**config.mk**
```make
export PLATFORM = sky130hd
export DESIGN_NAME = pong_scoreboard
export DESIGN_NICKNAME = d
export VERILOG_FILES = /design/src/rtl/pong_scoreboard.sv
export SDC_FILE = /design/constraint.sdc
export NUM_CORES = 1
export LEC_CHECK = 0
export ABC_CLOCK_PERIOD_IN_PS = 2400
export CORE_UTILIZATION = 46
export CTS_CLUSTER_DIAMETER = 40
export DETAILED_ROUTE_END_ITERATION = 16
export PLACE_DENSITY = 0.7
export SYNTH_ARGS = -nofsm -noshare
export SYNTH_HDL_FRONTEND = slang
export SYNTH_SLANG_ARGS = --single-unit
```
**constraint.sdc**
```tcl
create_clock -name clk -period 2.4 [get_ports clk]
set_input_delay 0.48 -clock clk [delete_from_list [all_inputs] [get_ports clk]]
set_output_delay 0.48 -clock clk [all_outputs]
set_load 0.01 [all_outputs]
```
**src/rtl/pong_scoreboard.sv**
```systemverilog
// Pong match scoreboard: award edge detection, BCD scores, win check and a
// 4-digit muxed seven-segment scan. Define PONG_DEUCE_EN for the win-by-two rule.
module pong_scoreboard #(
  parameter int WIN_POINTS = 11,
  parameter int SCAN_W     = 18
) (
  input  logic       clk,
  input  logic       rst,
  input  logic [1:0] score_state,
  input  logic       clear,
  output logic [6:0] score_l,
  output logic [6:0] score_r,
  output logic       game_over,
  output logic [1:0] winner,
  output logic [6:0] seg,
  output logic [3:0] an
);

  // Side 0 is right, side 1 is left, matching the bit positions of winner/score_state.
  localparam int NUM_SIDES = 2;
  localparam logic [6:0] WIN7 = 7'(WIN_POINTS);
  localparam logic [6:0] MAX7 = 7'd99;

  typedef struct packed {
    logic [6:0] bin;
    logic [3:0] tens;
    logic [3:0] ones;
  } side_t;

  logic [1:0]                  prev_ss;
  logic [1:0]                  award;
  logic [NUM_SIDES-1:0]        inc;
  logic [NUM_SIDES-1:0]        win;
  logic [NUM_SIDES-1:0][6:0]   cur_bin;
  logic [NUM_SIDES-1:0][3:0]   cur_tens;
  logic [NUM_SIDES-1:0][3:0]   cur_ones;
  logic [NUM_SIDES-1:0][6:0]   nxt_bin;
  logic [SCAN_W+1:0]           scan;

  // A code counts only on the cycle it first appears; 11 is tracked but never awards.
  always_comb begin
    award = 2'b00;
    if ((score_state == 2'b01 || score_state == 2'b10) && score_state != prev_ss)
      award = score_state;
  end

  assign inc = award & {NUM_SIDES{~game_over & ~clear}};

  for (genvar i = 0; i < NUM_SIDES; i++) begin : g_side
    side_t q;
    side_t nxt;
    logic  bump;

    always_comb begin
      bump = inc[i] && (q.bin != MAX7);
      nxt  = q;
      if (bump) begin
        nxt.bin = q.bin + 7'd1;
        if (q.ones == 4'd9) begin
          nxt.ones = 4'd0;
          nxt.tens = q.tens + 4'd1;
        end else begin
          nxt.ones = q.ones + 4'd1;
        end
      end
    end

    always_ff @(posedge clk) begin
      if (!rst || clear) q <= '0;
      else               q <= nxt;
    end

    assign cur_bin[i]  = q.bin;
    assign cur_tens[i] = q.tens;
    assign cur_ones[i] = q.ones;
    assign nxt_bin[i]  = nxt.bin;

`ifdef PONG_DEUCE_EN
    // Needs the target and a two-point lead; a 99 cap without a lead never decides.
    assign win[i] = bump && (nxt.bin >= WIN7) &&
                    ({1'b0, nxt.bin} >= {1'b0, nxt_bin[NUM_SIDES-1-i]} + 8'd2);
`else
    assign win[i] = bump && (nxt.bin == WIN7);
`endif
  end

  assign score_r = cur_bin[0];
  assign score_l = cur_bin[1];

  always_ff @(posedge clk) begin
    if (!rst) begin
      prev_ss   <= 2'b00;
      game_over <= 1'b0;
      winner    <= 2'b00;
    end else begin
      prev_ss <= score_state;
      if (clear) begin
        game_over <= 1'b0;
        winner    <= 2'b00;
      end else if (!game_over && |win) begin
        game_over <= 1'b1;
        winner    <= win;
      end
    end
  end

  // Two extra bits above the digit select give the slow game-over blink.
  always_ff @(posedge clk) begin
    if (!rst) scan <= '0;
    else      scan <= scan + 1'b1;
  end

  function automatic logic [6:0] seg_dec(input logic [3:0] d);
    case (d)
      4'd0:    seg_dec = 7'b1000000;
      4'd1:    seg_dec = 7'b1111001;
      4'd2:    seg_dec = 7'b0100100;
      4'd3:    seg_dec = 7'b0110000;
      4'd4:    seg_dec = 7'b0011001;
      4'd5:    seg_dec = 7'b0010010;
      4'd6:    seg_dec = 7'b0000010;
      4'd7:    seg_dec = 7'b1111000;
      4'd8:    seg_dec = 7'b0000000;
      4'd9:    seg_dec = 7'b0010000;
      default: seg_dec = 7'h7F;
    endcase
  endfunction

  logic [1:0] sel;
  logic       side_sel;
  logic       is_tens;
  logic [3:0] digit;
  logic       blank;

  always_comb begin
    sel      = scan[SCAN_W-1 -: 2];
    side_sel = sel[1];
    is_tens  = sel[0];
    digit    = is_tens ? cur_tens[side_sel] : cur_ones[side_sel];
    blank    = (is_tens && cur_tens[side_sel] == 4'd0) ||
               (game_over && scan[SCAN_W+1] && !winner[side_sel]);
  end

  always_ff @(posedge clk) begin
    if (!rst) begin
      seg <= 7'h7F;
      an  <= 4'hF;
    end else begin
      seg <= blank ? 7'h7F : seg_dec(digit);
      an  <= ~(4'b0001 << sel);
    end
  end

endmodule

```
* Yosys cells after proc, flatten, opt, wreduce, memory -nomap -nowiden
Memories as Yosys holds them, arrays and structs flattened. A register that Yosys moved wholly into a read port is not among the register bits.
Cells that the tools add are included.
** Word-level totals
- Flip-flop bits (word level) :: 59
- ROM bits :: 112
- Input bits :: 5
- Output and inout port bits :: 28
- Logic and storage cells :: 71
- Memories kept :: 1
** Memory list
- (name not given) :: words 16, bits a word 7, rd ports 1, clocked after memory_dff 1, wr ports 0, RTL line 114 : case (d)
** Operators by class
- $add $sub $neg :: 7
- $lt $le $gt $ge :: 1
- Equality and inequality tests :: 9
- Shift-type cells :: 1
- Multiplexer cells :: 14
- Bitwise logic cells :: 6
- Reduce and logical (&&, ||, !) cells :: 21
** Operators by type and width (count)
- 4-bit 2-to-1 mux :: 9
- 15-bit 2-to-1 mux :: 2
- 20-bit by 1-bit adder with 20-bit output, second input constant :: 1
- 4-bit by 1-bit adder with 4-bit output, second input constant :: 4
- 7-bit by 1-bit adder with 7-bit output, second input constant :: 2
- 7-bit by 4-bit == test with 1-bit output, second input constant :: 2
- 7-bit != test, second input constant :: 2
- 1-bit logical AND :: 9
- 4-bit == test, second input constant :: 2
- 2-bit OR reduction :: 3
- 4-bit zero test :: 1
- 4-bit inverter :: 1
- 2-bit AND reduction :: 2
- 1-bit by 2-bit << shifter with 4-bit output, first input constant :: 1
- 1-bit zero test :: 3
- 1-bit logical OR :: 3
- 1-bit inverter :: 3
- 2-bit AND :: 1
- 2-bit by 1-bit == test with 1-bit output, second input constant :: 1
- 2-bit == test, second input constant :: 1
- 1-bit by 2-bit less-than comparator with 1-bit output, second input constant :: 1
- 1-bit 2-to-1 mux :: 2
- 2-bit 2-to-1 mux :: 1
- 2-bit != test :: 1
- 1-bit AND :: 1

* Longest topological paths before layout
Gate-level depths: netlist of run 1.
- Depth after elaboration :: 11
- Depth in mapped cells :: 7
- Mapped depth without buffers :: 6

* Least setup slack after synthesis of run 1
No wires, ideal clock.
- Path type :: input-to-reg
- From :: in score_state[1]
- To :: reg winner[1]
- Library setup time :: 129 ps
- Arrival :: 2050 ps
- Data required time :: 2271 ps
- Path slack :: 221 ps
- Stages :: 7
- Cells stage by stage :: or4b_1 -> buf_6 -> a211o_1 -> buf_6 -> nor4_4 -> a311o_1 -> o21ai_1
** Between the ends
- Word-level cells in the longest chain between the ends :: 11
- Elaborated cells between the ends (all ways) :: 17
- Those cells by class :: eq/ne: 5; mux: 3; bitwise: 1; reduce/logical: 8
** RTL lines
- start, declared :: RTL line 9 : input logic [1:0] score_state,
- 2-bit by 1-bit == test with 1-bit output / 2-bit == test (equally long branches) :: RTL line 43 : if ((score_state == 2'b01 || score_state == 2'b10) && score_state != prev_ss)
- 1-bit logical OR :: RTL line 43
- 1-bit logical AND :: RTL line 43
- 2-bit 2-to-1 mux * :: RTL line 43
- 2-bit AND * :: RTL line 47 : assign inc = award & {NUM_SIDES{~game_over & ~clear}};
- 1-bit logical AND :: RTL line 55 : bump = inc[i] && (q.bin != MAX7);
- 15-bit 2-to-1 mux :: RTL line 57 : if (bump) begin
- 7-bit by 4-bit == test with 1-bit output :: RTL line 83 : assign win[i] = bump && (nxt.bin == WIN7);
- 1-bit logical AND :: RTL line 83
- 2-bit OR reduction :: RTL line 100 : end else if (!game_over && |win) begin
- 1-bit logical AND :: RTL line 100
- end signal, assigned :: RTL line 102 : winner <= win;
- end, declared :: RTL line 14 : output logic [1:0] winner,
Mark *: on every way between the ends. The rest lies on a longest branch, timed or not.
A chain may end at the register's enable or synchronous reset.

* Worst setup path after layout of run 1
- From :: in clear
- To :: reg g_side[1].q, in the netlist cur_tens[7]
** Between the ends
- Word-level cells in the longest chain between the ends :: 5
- Elaborated cells between the ends (all ways) :: 6
- Those cells by class :: bitwise: 3; reduce/logical: 3
** RTL lines
- start, declared :: RTL line 10 : input logic clear,
- 1-bit inverter :: RTL line 47
- 1-bit AND :: RTL line 47
- 2-bit AND :: RTL line 47
- 1-bit logical AND :: RTL line 55
- 2-bit AND reduction (no source line)
- end signal, assigned :: RTL line 70 : else q <= nxt;
- end, declared :: RTL line 50 : side_t q;
Several ways; a longest one is shown, not always the timed one.

==> results.md, run 1 <==
- The worst setup path is launched from an input port.
- The switching component of the power is ~490 µW.
- The most instantiated flip-flop cell in the synthesis netlist is sky130_fd_sc_hd__dfxtp_1.
- The library cell contributing the largest single delay on the critical path is sky130_fd_sc_hd__clkdlybuf4s50_1.
- The critical path data required time is 2.67 ns.
- The number of search-and-repair iterations in the first detailed-routing pass is 4.
- The post-cts resize count is 0.
- The internal portion of the total power is between 1.5 and 2 mW.
- The number of remaining DRC errors is 0.
- The clock tree from TritonCTS is built.
- The count of final max-slew check failures came to 0.
- Setup repair after global routing left no endpoint under its margin.
- For the worst setup path, the data arrival time is between 2 and 2.5 ns.
- The number of endpoints failing setup at the final stage is 0.
- The horizontal die dimension is 85.19 µm.
- Measured on the finished design, the core utilization comes to approximately three fifths.
- VDD sags by at most 0.0003034 V.
- Of the total power, the clock network draws 46.5%.
- In this design, the largest share of critical-path delay is due to simple AND/OR/NAND/NOR gates.
- The clock transition at the registers of the reported paths is 0.08 ns.
- The flow ran to the end, and the final reports show no timing, DRC or antenna violations.
- The largest fanout on the critical path is 6.
- The boundary pin count is 33.
- The kind of end point of the critical path is a register.
- Averaged over all synthesized cells, the footprint is about 9.4 µm².
- The via count of the first global-routing pass came to about 2300.
- When the netlist entered floorplanning its net count stood at between 300 and 400.
- The combined area of all synthesized cells is 3183 µm².
- The number of buffers and inverters on the critical path is 1.
- The switching fraction of total power is between 20% and 30%.
- The worst-case clock buffer depth is 2.
- The critical path's largest stage delay is 0.45 ns.
- 0 antenna diodes ended up in the layout.
- Walking the worst path, the cells encountered are clkdlybuf4s50_1 -> or2_1 -> nor4b_4 -> nand4_1 -> or3_1 -> a21oi_1.
- The remaining max-slew budget at the tightest pin is 58.38%.
- The count of standard-cell rows is 29.
- The post-route netlist has between 10% and 20% of its cells at a drive strength greater than 1.
- Entering global routing, the biggest net connects 18 pins.
- The proportion of netlist area held by the largest area contributor is 41.51%.
- At the pin with the least slew margin, the transition time is 0.6229 ns.
- The clock net in this run drives a total of 66 sinks.
- The routed design has 6.148 mm of wire.
- Once layout is complete, the cells apart from fillers number 471.
- Port buffering added 32 buffers.
- By area the synthesized netlist is led by sky130_fd_sc_hd__dfxtp_1, sky130_fd_sc_hd__xnor2_1, sky130_fd_sc_hd__xor2_1.
- The number of vias per cell is 5.306.
- The cell count after synthesis came out at 339.
- The synthesis warning total is 0.
- The tightest min-delay check is of the register to register type.
- The max-cap violation count is 0.
- The total global routing track utilization is 18.15%.
- The sequential share of the synthesized area is 41.51%.
- The post-detailed-placement half-perimeter wirelength is 4.444 mm.
- The height of the die is between 80 and 90 µm.
- The count of nets left with antenna violations after detail routing is 0.
- Between clock sinks in the finished design, the worst skew comes to 0.006095 ns.
- Of the total power, registers draw 49.3%.
- The overall via count from detail_route is 2499.
- The library cell with the largest summed area after synthesis is sky130_fd_sc_hd__dfxtp_1.
- Counting distinct cell types in the post-synthesis netlist gives 48.
- The post-layout net count is 404.
- The cell at the root of the clock tree is sky130_fd_sc_hd__clkbuf_8.
- After clock tree synthesis, the flow added hold-fix buffers numbering 0.
- Dividing total power by cell area gives a power density of 578.0 nW/µm².
- The worst path needs 2.202 ns of the cycle, external delays included.
- The first global-routing pass estimated 10.49 mm of wire.
- The total overflow left after global routing is 0.
- The static leakage is between 1 and 1.5 nW.
- The initial utilization of the core area, before any placement, comes to 48.74%.
- The initial antenna violation count is 0.
- The proportion of power drawn by combinational gates is ~4.2%.
- The share of the clock period used by the worst path after layout is 91.75%.
- The category of the critical setup timing path is input port to register.
- The total instance count after detailed placement is 455.
- In the final routed layout, each cell accounts on average for 13.05 µm.
- Counting flops with an async set or reset pin after synthesis yields a share of 0%.
- The area overhead of the layout relative to synthesis is 23.11%.
- The area of the core is approximately 6500 µm².
- The final number of hold-violating endpoints is 0.
- The clock tree synthesis step divided the H-tree into 3 levels.
- The number of enable-type register cells in the synthesized netlist is 0.
- Timing would allow up to 454.1 MHz.
- Counting the buffers created by CTS gives 9.
- The clock latency on the worst-skew pair is 0.33 ns.
- The starting DRC count in detailed routing is 69.
- The synthesized design contains 66 register bits.
- The congestion estimate from routability-driven global placement came to about 0.84.
- Buffers added to address setup during post-CTS repair amount to 0.
- The area of the die is 7256 µm².
power groups by stage:
stage | registers [mW] | clock network [mW] | logic [mW]
after floorplan | 1.15 | 0 | 0.0480
after global placement | 1.14 | 0 | 0.0929
after detailed placement | 1.14 | 0 | 0.0940
after CTS | 1.12 | 1.08 | 0.0945
after global routing | 1.12 | 1.12 | 0.105
final | 1.12 | 1.05 | 0.0949
cell usage after synthesis (2+ instances only):
library cell / instances
sky130_fd_sc_hd__nor4_1: 8
sky130_fd_sc_hd__a21boi_0: 4
sky130_fd_sc_hd__or3_1: 7
sky130_fd_sc_hd__nand3_1: 25
sky130_fd_sc_hd__a21oi_1: 10
sky130_fd_sc_hd__o21ai_0: 15
sky130_fd_sc_hd__nor3_1: 3
sky130_fd_sc_hd__dfxtp_1: 66
sky130_fd_sc_hd__inv_1: 10
sky130_fd_sc_hd__xnor2_1: 20
sky130_fd_sc_hd__ha_1: 10
sky130_fd_sc_hd__nand3b_1: 4
sky130_fd_sc_hd__nor3b_1: 2
sky130_fd_sc_hd__nor2_1: 26
sky130_fd_sc_hd__nor2b_1: 12
sky130_fd_sc_hd__nor4_2: 2
sky130_fd_sc_hd__nand4_1: 6
sky130_fd_sc_hd__and2_1: 18
sky130_fd_sc_hd__mux4_2: 4
sky130_fd_sc_hd__or4_1: 2
sky130_fd_sc_hd__mux2i_1: 8
sky130_fd_sc_hd__nand2_1: 21
sky130_fd_sc_hd__and3_1: 4
sky130_fd_sc_hd__nor4b_1: 3
sky130_fd_sc_hd__clkbuf_1: 9
sky130_fd_sc_hd__xor2_1: 17
sky130_fd_sc_hd__buf_6: 2
path summary, 6_finish.rpt:
| path | from | endpoint | cells after the start | slack [ns] |
|---|---|---|---|---|
| setup / recovery | clear | cur_tens[7] | 6 | 0.20 |
| hold / removal | scan[0] | scan[0] | 1 | 0.46 |
| setup reg to reg | score_l[0] | game_over | 6 | 0.36 |
| hold reg to reg | scan[0] | scan[0] | 1 | 0.46 |
metrics by stage:
step	power [mW]	area [µm²]	setup slack (ns)	hold slack, ns	TNS, ns
after floorplan	1.194	3183	0.2213	0.4198	0
after global placement	1.235	3682	-0.1882	0.4379	-1.702
after detailed placement	1.237	3682	-0.2183	0.4485	-2.326
after CTS	2.287	3909	0.1283	0.4614	0
after global routing	2.340	3919	0.03345	0.4889	0
final	2.265	3919	0.1980	0.4551	0
layer usage:
metal | share of wire [%] | up-vias | GRT usage [%]
met5 | 0 | - | 0
met4 | 1.4 | 0 | 7.396
met3 | 2.4 | 10 | 3.307
met2 | 47 | 33 | 30.50
met1 | 49 | 1172 | 23.03
li1 | - | 1284 | -
logic make-up (layout without fill, tap and decap cells):
group                    Yosys count  count (layout)  synth area share [%]
AND/OR/NAND/NOR                  154             154                 27.95
flip-flops                        66              66                 41.51
AO/OA/AOI/OAI                     38              38                 8.019
XOR/XNOR                          37              37                 10.18
buffers and inverters             22              77                 3.066
multiplexers                      12              12                 5.346
adder cells (fa/ha/maj)           10              10                 3.931
sequential cells by signal, summed over array words and instances (netlist names):
register   count
seg            7
winner         2
an             4
score_l        7
prev_ss        2
scan          20
cur_ones       8
score_r        7
cur_tens       8
game_over      1
layout make-up:
class / instances / area (µm²)
fillers: 575 / 2613
multi-input cells: 251 / 1774
flip-flops and latches: 66 / 1321
repair buffers: 51 / 462.9
clock buffers: 10 / 137.6
well taps: 77 / 96.34
clock inverters: 6 / 88.84
inverters: 10 / 37.54
worst register-to-register path: stages, from the launching register on:
cell                      delay, ns
sky130_fd_sc_hd__dfxtp_1       0.44
sky130_fd_sc_hd__ha_1          0.28
sky130_fd_sc_hd__inv_1         0.07
sky130_fd_sc_hd__nor4_1        0.32
sky130_fd_sc_hd__xor2_1        0.14
sky130_fd_sc_hd__or4_1         0.53
sky130_fd_sc_hd__a31oi_2       0.18
layout by cell type, fill, tap and decap left out, types with 6 or more instances in the layout:
cell type / n
sky130_fd_sc_hd__or3_1: 7
sky130_fd_sc_hd__nor2b_1: 12
sky130_fd_sc_hd__nand3_1: 25
sky130_fd_sc_hd__dfxtp_1: 66
sky130_fd_sc_hd__mux2i_1: 8
sky130_fd_sc_hd__xor2_1: 17
sky130_fd_sc_hd__nor2_1: 26
sky130_fd_sc_hd__o21ai_0: 15
sky130_fd_sc_hd__nor4_1: 7
sky130_fd_sc_hd__buf_4: 19
sky130_fd_sc_hd__xnor2_1: 20
sky130_fd_sc_hd__clkbuf_8: 10
sky130_fd_sc_hd__and2_1: 18
sky130_fd_sc_hd__clkdlybuf4s50_1: 32
sky130_fd_sc_hd__ha_1: 10
sky130_fd_sc_hd__a21oi_1: 10
sky130_fd_sc_hd__inv_1: 10
sky130_fd_sc_hd__nand2_1: 21
sky130_fd_sc_hd__nand4_1: 6
No activity file was read; power rests on OpenSTA's default activity.
==> inputs of run 2 (changes only) <==
CORE_ASPECT_RATIO = 0.5   (was unset)
CTS_CLUSTER_SIZE = 10   (was unset)
GPL_TIMING_DRIVEN = 1   (was unset)
==> run 2 against run 1 <==
Compared with the run above: combinational power decreased by 1%; via count decreased by 0.12%; fmax decreased by 3.6%; sequential share of layout area decreased by 0.88 points; clock skew decreased by 0.0016 ns; largest cell class unchanged; critical path type unchanged; largest power group is now clock; critical endpoint is now cur_tens[3]; global-route usage increased by 1.5 points.
==> results.md, run 2 (synthesis gave the netlist of run 1 again) <==
- In this run the cell area measured after placement is 3689 µm².
- The worst path in the final design needs a cycle of 2.285 ns, including I/O delays and setup.
- STA classifies the critical path endpoint as a register.
- The remaining max-slew budget at the tightest pin is 55.10%.
- The cell at the root of the clock tree is sky130_fd_sc_hd__clkbuf_16.
- The kind of path behind the tightest hold check is register to register.
- The data arrival at the endpoint of the critical path is 2.50 ns.
- Along the worst path, the maximum fanout reaches 7.
- At the pin with the least slew margin, the transition time is 0.6642 ns.
- The max-cap violation count is 0.
- For this run, the top clock speed supported by timing is 437.7 MHz.
- The worst flop-to-flop path endpoint is game_over.
- The register area is ~1300 µm².
- The number of antenna diodes in the final layout is 0.
- The register with the most flip-flops in the layout has 20 of them.
- Ranked by flip-flop count, first place goes to scan.
- The number of placed instances, taps included, is 465.
- Buffers inserted to repair hold after CTS numbered 0.
- The total overflow left after global routing is 0.
- The area overhead of the layout relative to synthesis is 26.42%.
- Once detailed placement completed, the half-perimeter wirelength came to 4.507 mm.
- The maximum vdd drop is 0.0005399 V.
- For the worst-skew pair, the clock arrives at the later sink with an insertion delay of between 0.3 and 0.4 ns.
- TritonCTS created 9 clock buffers.
- The wire length of the first global-routing pass is 10.70 mm.
- The count of nets left with antenna violations after detail routing is 0.
- The most common cell after layout, fill and taps aside is sky130_fd_sc_hd__dfxtp_1.
- The area of all placed cells without fillers is 4024 µm².
- The overall via count from detail_route is around 2500.
- Setup repair after global routing left no endpoint under its margin.
- The number of search-and-repair iterations in the first detailed-routing pass is 4.
- The share of the clock period used by the worst path after layout is a little over nine tenths.
- 33 I/O pins were placed.
- In this run the register-to-register setup slack is 0.22 ns.
- Buffers added to address setup during post-CTS repair amount to 0.
- The post-layout net count is between 400 and 500.
- For this design the static power due to leakage is 1.449 nW.
- The number of vias per cell is approximately 5.2.
- The post-placement worst setup slack is -0.2268 ns.
- TritonCTS built the clock tree.
- The number of standard cells in the layout, taps in and fillers out is about 480.
- In the layout the commonest cells are sky130_fd_sc_hd__dfxtp_1, sky130_fd_sc_hd__clkdlybuf4s50_1, sky130_fd_sc_hd__nor2_1.
- The count of standard-cell rows is 20.
- For this block, the routed nets add up to 6.314 mm of wire.
- The clock transition at the registers of the reported paths is roughly 0.050 ns.
- In this run, the number of DRC markers left after iteration 0 of detailed routing was between 150 and 200.
- The ratio of total power to cell area is approximately 670 nW/µm².
- The via count of the first global-routing pass is 2338.
- The count of final max-slew check failures is 0.
- The launching point of the worst reg2reg path is score_l[0].
- The post-cts resize count is 0.
- Once the floorplan was initialized, standard cells occupied 50.08% of the core.
- The number of cells on the worst reg-to-reg path is 6.
- From bottom edge to top edge, the die measures a little over 60 µm.
- Setup violations remaining at the end of the flow were counted as 0.
- Counting the fill cells in the layout gives 510.
- The die covers roughly 7300 µm².
- The clock passes through at most 2 buffers.
- Across every metal layer, demand over resource in global routing totals 19.61%.
- The detail-routed net length per standard cell is roughly 13 µm.
- The startpoint class of the critical path is an input port.
- The run finished with clean final reports.
- The final weighted congestion of routability-driven global placement is 0.8330.
- The category of the critical setup timing path is input port to register.
- The post-layout worst setup margin is roughly 0.12 ns.
- The area of combinational cells with multiple inputs is 1764 µm².
- For the final database, setup skew stands at 0.004496 ns.
- The horizontal die dimension is 119.6 µm.
- Entering global routing, the biggest net connects 19 pins.
- For the final routed database, the setup TNS stands at 0 ns.
- The critical path ends at cur_tens[3].
- The number of remaining DRC errors is 0.
- Of the cells placed in the final design, the portion with a size suffix greater than 1 is around an eighth.
- Measured on the finished design, the core utilization comes to 63.31%.
- The area of the core is between 6000 and 7000 µm².
- The initial antenna violation count is 0.
- During placement, the flow inserted port buffers numbering 32.
- The sink count of the clock tree is 66.
- The final number of hold-violating endpoints is 0.
- The timing startpoint of the critical path is score_state[1].
- The critical path data required time is 2.62 ns.
- The clock tree synthesis step divided the H-tree into 3 levels.
## run 2: per-layer routing
| layer | GRT usage [%] | part of all wire, % | vias to the layer above |
|---|---|---|---|
| li1 | - | - | 1285 |
| met1 | 22.92 | 47 | 1145 |
| met2 | 33.03 | 47 | 54 |
| met3 | 6.861 | 4.1 | 12 |
| met4 | 10.18 | 2.0 | 0 |
| met5 | 0 | 0 | - |
## run 2: worst min-delay path by stage
| stage | start | cells after the start | end | slack, ns |
|---|---|---|---|---|
| global placement | scan[0] | 1 | scan[0] | 0.43 |
| finish | scan[0] | 1 | scan[0] | 0.46 |
| floorplan | scan[0] | 1 | scan[0] | 0.42 |
| detailed placement | scan[0] | 1 | scan[0] | 0.44 |
| global route | scan[0] | 1 | scan[0] | 0.46 |
| CTS | scan[0] | 1 | scan[0] | 0.45 |
## run 2: per-stage QoR
stage                     power, mW  hold slack [ns]
final                         2.680           0.4603
after global routing          2.771           0.4627
after CTS                     2.715           0.4530
after detailed placement      1.237           0.4447
after global placement        1.234           0.4334
after floorplan               1.194           0.4198
## run 2: cell type report
| type | instances | area share (%) |
|---|---|---|
| clock inverters | 5 | 2.550 |
| multi-input cells | 251 | 43.84 |
| repair buffers | 50 | 11.32 |
| inverters | 10 | 0.9328 |
| clock buffers | 11 | 5.784 |
| well taps | 88 | 2.736 |
| flip-flops and latches | 66 | 32.84 |
## run 2: critical path: stages
cell and delay [ns]:
sky130_fd_sc_hd__clkdlybuf4s50_1 0.41, sky130_fd_sc_hd__or4b_1 0.65, sky130_fd_sc_hd__buf_4 0.20, sky130_fd_sc_hd__a2111oi_4 0.26, sky130_fd_sc_hd__buf_4 0.20, sky130_fd_sc_hd__nand3_1 0.08
sky130_fd_sc_hd__xor2_1 0.15, sky130_fd_sc_hd__nor2_1 0.06
## run 2: power breakdown
group / internal (mW) / leakage [nW] / switching (mW)
logic: 0.0458 / 0.754 / 0.0479
registers: 1.11 / 0.536 / 0.00874
clock network: 1.01 / 0.160 / 0.454
==> inputs of run 3 (changes only) <==
CORE_MARGIN = 2   (was unset)
PLACE_DENSITY = unset   (was 0.7)
PLACE_DENSITY_LB_ADDON = 0.15   (was unset)
==> run 3 against run 2 <==
Compared with the run above: critical path type unchanged; flip-flop and latch count is the same; clock skew grew 0.0011 ns; fmax grew 4.0%.
==> results.md, run 3 (synthesis gave the netlist of run 1 again) <==
- The worst-case clock buffer depth is 2.
- The overall via count from detail_route is between 2000 and 3000.
- The total instance count after detailed placement is 468.
- The number of endpoints failing setup at the final stage is 0.
- Based on the critical path, the design can be clocked at up to 455.1 MHz.
- In this run the standard cell core region covers 6700 µm².
- At the worst endpoint, the arrival time is around 2.5 ns.
- The fraction of layout cells with a size suffix above 1 is 12.28%.
- Relative to the synthesized area, the layout overhead comes to 24.65%.
- Data on the critical path is required at its endpoint by 2.66 ns.
- The area of combinational cells with multiple inputs is 1774 µm².
- The count of final max-slew check failures was 0.
- The worst hold path begins at scan[0].
- For this design the static power due to leakage is 1.423 nW.
- In this run, CTS created clock tree buffers numbering 9.
- Once layout is complete, the utilization of the core stands at 59.22%.
- The run finished with clean final reports.
- The category of the critical setup timing path is input port to register.
- The worst hold endpoint is scan[0].
- The tool flagged a number of max-cap violations equal to 0.
- The starting DRC count in detailed routing is just over 80.
- The boundary pin count is 33.
- The worst reg2reg path depth is 6.
- The worst path uses 91.56% of the clock period.
- The initial cell density of the core is 47.51%.
- In the layout the commonest cells are sky130_fd_sc_hd__dfxtp_1, sky130_fd_sc_hd__clkdlybuf4s50_1, sky130_fd_sc_hd__nor2_1.
- The final clock skew is 0.005637 ns.
- The remaining max-slew budget at the tightest pin is 55.97%.
- The initial antenna violation count is 0.
- The number of inserted diodes is 0.
- The startpoint identified for the worst register-to-register timing path is score_l[0].
- On the worst path, the slowest cell contributes a delay of 0.51 ns.
- At the pin with the least slew margin, the transition time is 0.6513 ns.
- The clock transition at the registers of the reported paths is 0.05 ns.
- The signal on the critical path passes through clkdlybuf4s50_1 -> buf_4 -> nand4b_1 -> nor4_1 -> xor2_1 -> or4_1 -> a31oi_2.
- The minimum setup slack among reg-to-reg paths is 0.36 ns.
- For this run, the detailed router's first-pass iteration total came to 4.
- The wire length of the first global-routing pass is 11.18 mm.
- The hold buffer count at CTS is 0.
- The clock latency on the worst-skew pair is roughly 0.33 ns.
- The total power draw is 2.394 mW.
- For this run, the post-layout net count is 402.
- The post-detailed-placement half-perimeter wirelength is 4.587 mm.
- Setup repair after global routing left no endpoint under its margin.
- The post-layout minimum cycle time is 2.198 ns.
- The tree is rooted in a sky130_fd_sc_hd__clkbuf_16.
- For this design the ratio of total power to cell area is just over 600 nW/µm².
- Entering global routing, the biggest net connects 25 pins.
- The register with the most flip-flops in the layout has 20 of them.
- The filler cells instantiated in the layout total about 580.
- The clock tree from TritonCTS is built.
- Across the VDD grid, the largest voltage drop is between 0.0005 and 0.0006 V.
- The via count of the first global-routing pass is ~2500.
- The kind of path behind the tightest hold check is register to register.
- The number of stages on the worst hold path is 1.
- Along the worst path, the maximum fanout reaches 4.
- After detailed routing, the number of vias per cell comes to 5.197.
- The kind of end point of the critical path is a register.
- The final number of hold-violating endpoints came to 0.
- The height of the die is 62.82 µm.
- Prior to clock tree synthesis, the placed netlist has a worst setup slack of -0.2423 ns.
- The post-layout worst setup margin is 0.2025 ns.
- The overall overflow remaining after global route is 0.
- The final weighted congestion of routability-driven global placement is 0.8491.
- After detailed routing, the number of remaining DRC violations is 0.
- The worst flop-to-flop path endpoint is game_over.
- The clock drives 66 sinks.
- After detailed routing, the average wire length per cell comes to about 13 µm.
- The library cell contributing the largest single delay on the critical path is sky130_fd_sc_hd__or4_1.
- For this block, the routed nets add up to approximately 6.4 mm of wire.
- The number of standard cells in the layout, taps in and fillers out is 483.
- After floorplanning, the core was divided into 21 placement rows.
- The total global routing track utilization is 18.64%.
- The H-tree depth is 3.
- The floorplan step set the die width to around 120 µm.
- The startpoint class of the critical path is an input port.
- scan holds more flip-flops than any other register.
- Summed over all failing endpoints, the final setup total negative slack is 0 ns.
- The area of the die is 7641 µm².
- In the final layout, flip-flops and latches occupy between 1000 and 1500 µm².
- The count of buffers from port buffering is 32.
- Once detail routing completed, the nets flagged for antenna violations numbered 0.
- The library cell used most frequently in the layout, excluding fill and tap cells, is sky130_fd_sc_hd__dfxtp_1.
run 3: cell count changes in the layout (fill, tap and decap cells not counted):
cell	delta
sky130_fd_sc_hd__clkinvlp_4	-1
sky130_fd_sc_hd__nor4_2	+1
sky130_fd_sc_hd__clkinv_2	+2
sky130_fd_sc_hd__buf_4	-1
sky130_fd_sc_hd__clkbuf_8	+2
sky130_fd_sc_hd__clkbuf_1	-1
sky130_fd_sc_hd__nor4_1	-1
sky130_fd_sc_hd__or4b_4	+1
sky130_fd_sc_hd__or4b_1	-1
sky130_fd_sc_hd__bufinv_16	-3
run 3: area by class of cell:
cell class	instances	area share [%]
clock buffers	12	6.465
clock inverters	3	0.3784
repair buffers	49	11.29
multi-input cells	251	44.72
inverters	10	0.9461
well taps	92	2.901
flip-flops and latches	66	33.30
run 3: what timing repair did:
action / CTS / global route
endpoints found under the setup margin: 0 / 2
setup buffers: 0 / 0
hold endpoints to repair: 0 / 0
gates resized for setup: 0 / 2
run 3: worst max path at each step:
stage	startpoint	end	slack, ns	depth (start not counted)
after floorplan	score_state[1]	winner[1]	0.22	7
after global placement	score_state[0]	cur_tens[3]	-0.18	8
after detailed placement	score_state[1]	cur_tens[3]	-0.24	8
after CTS	score_state[1]	winner[1]	0.11	6
after global routing	score_state[0]	cur_tens[0]	0.09	8
final	score_state[0]	game_over	0.20	7
run 3: power breakdown:
group / total [mW] / internal, mW / leakage, nW / switching, mW
Clock: 1.18 / 0.742 / 0.138 / 0.436
Combinational: 0.0950 / 0.0466 / 0.750 / 0.0485
Sequential: 1.12 / 1.11 / 0.536 / 0.00833
Total: 2.39 / 1.90 / 1.42 / 0.493
run 3: worst max-delay path: cells and delay by family:
kind / cells / cell delay (ns)
xor+xnor: 1 / 0.17
compound gates: 1 / 0.19
buf+inv: 2 / 0.56
simple gates: 3 / 1.04
run 3: stage by stage:
stage / area [µm²] / hold WS [ns]
after floorplan: 3183 / 0.4198
after global placement: 3686 / 0.4325
after detailed placement: 3686 / 0.4499
after CTS: 3958 / 0.4578
after global routing: 3968 / 0.4756
final: 3968 / 0.4581
run 3: per-layer routing:
| metal | GRT usage (%) | up-vias | share of wire (%) |
|---|---|---|---|
| met2 | 30.97 | 46 | 46 |
| met3 | 6.478 | 10 | 4.5 |
| met4 | 7.040 | 0 | 1.4 |
| met5 | 0 | - | 0 |
| li1 | - | 1281 | - |
| met1 | 22.32 | 1173 | 48 |
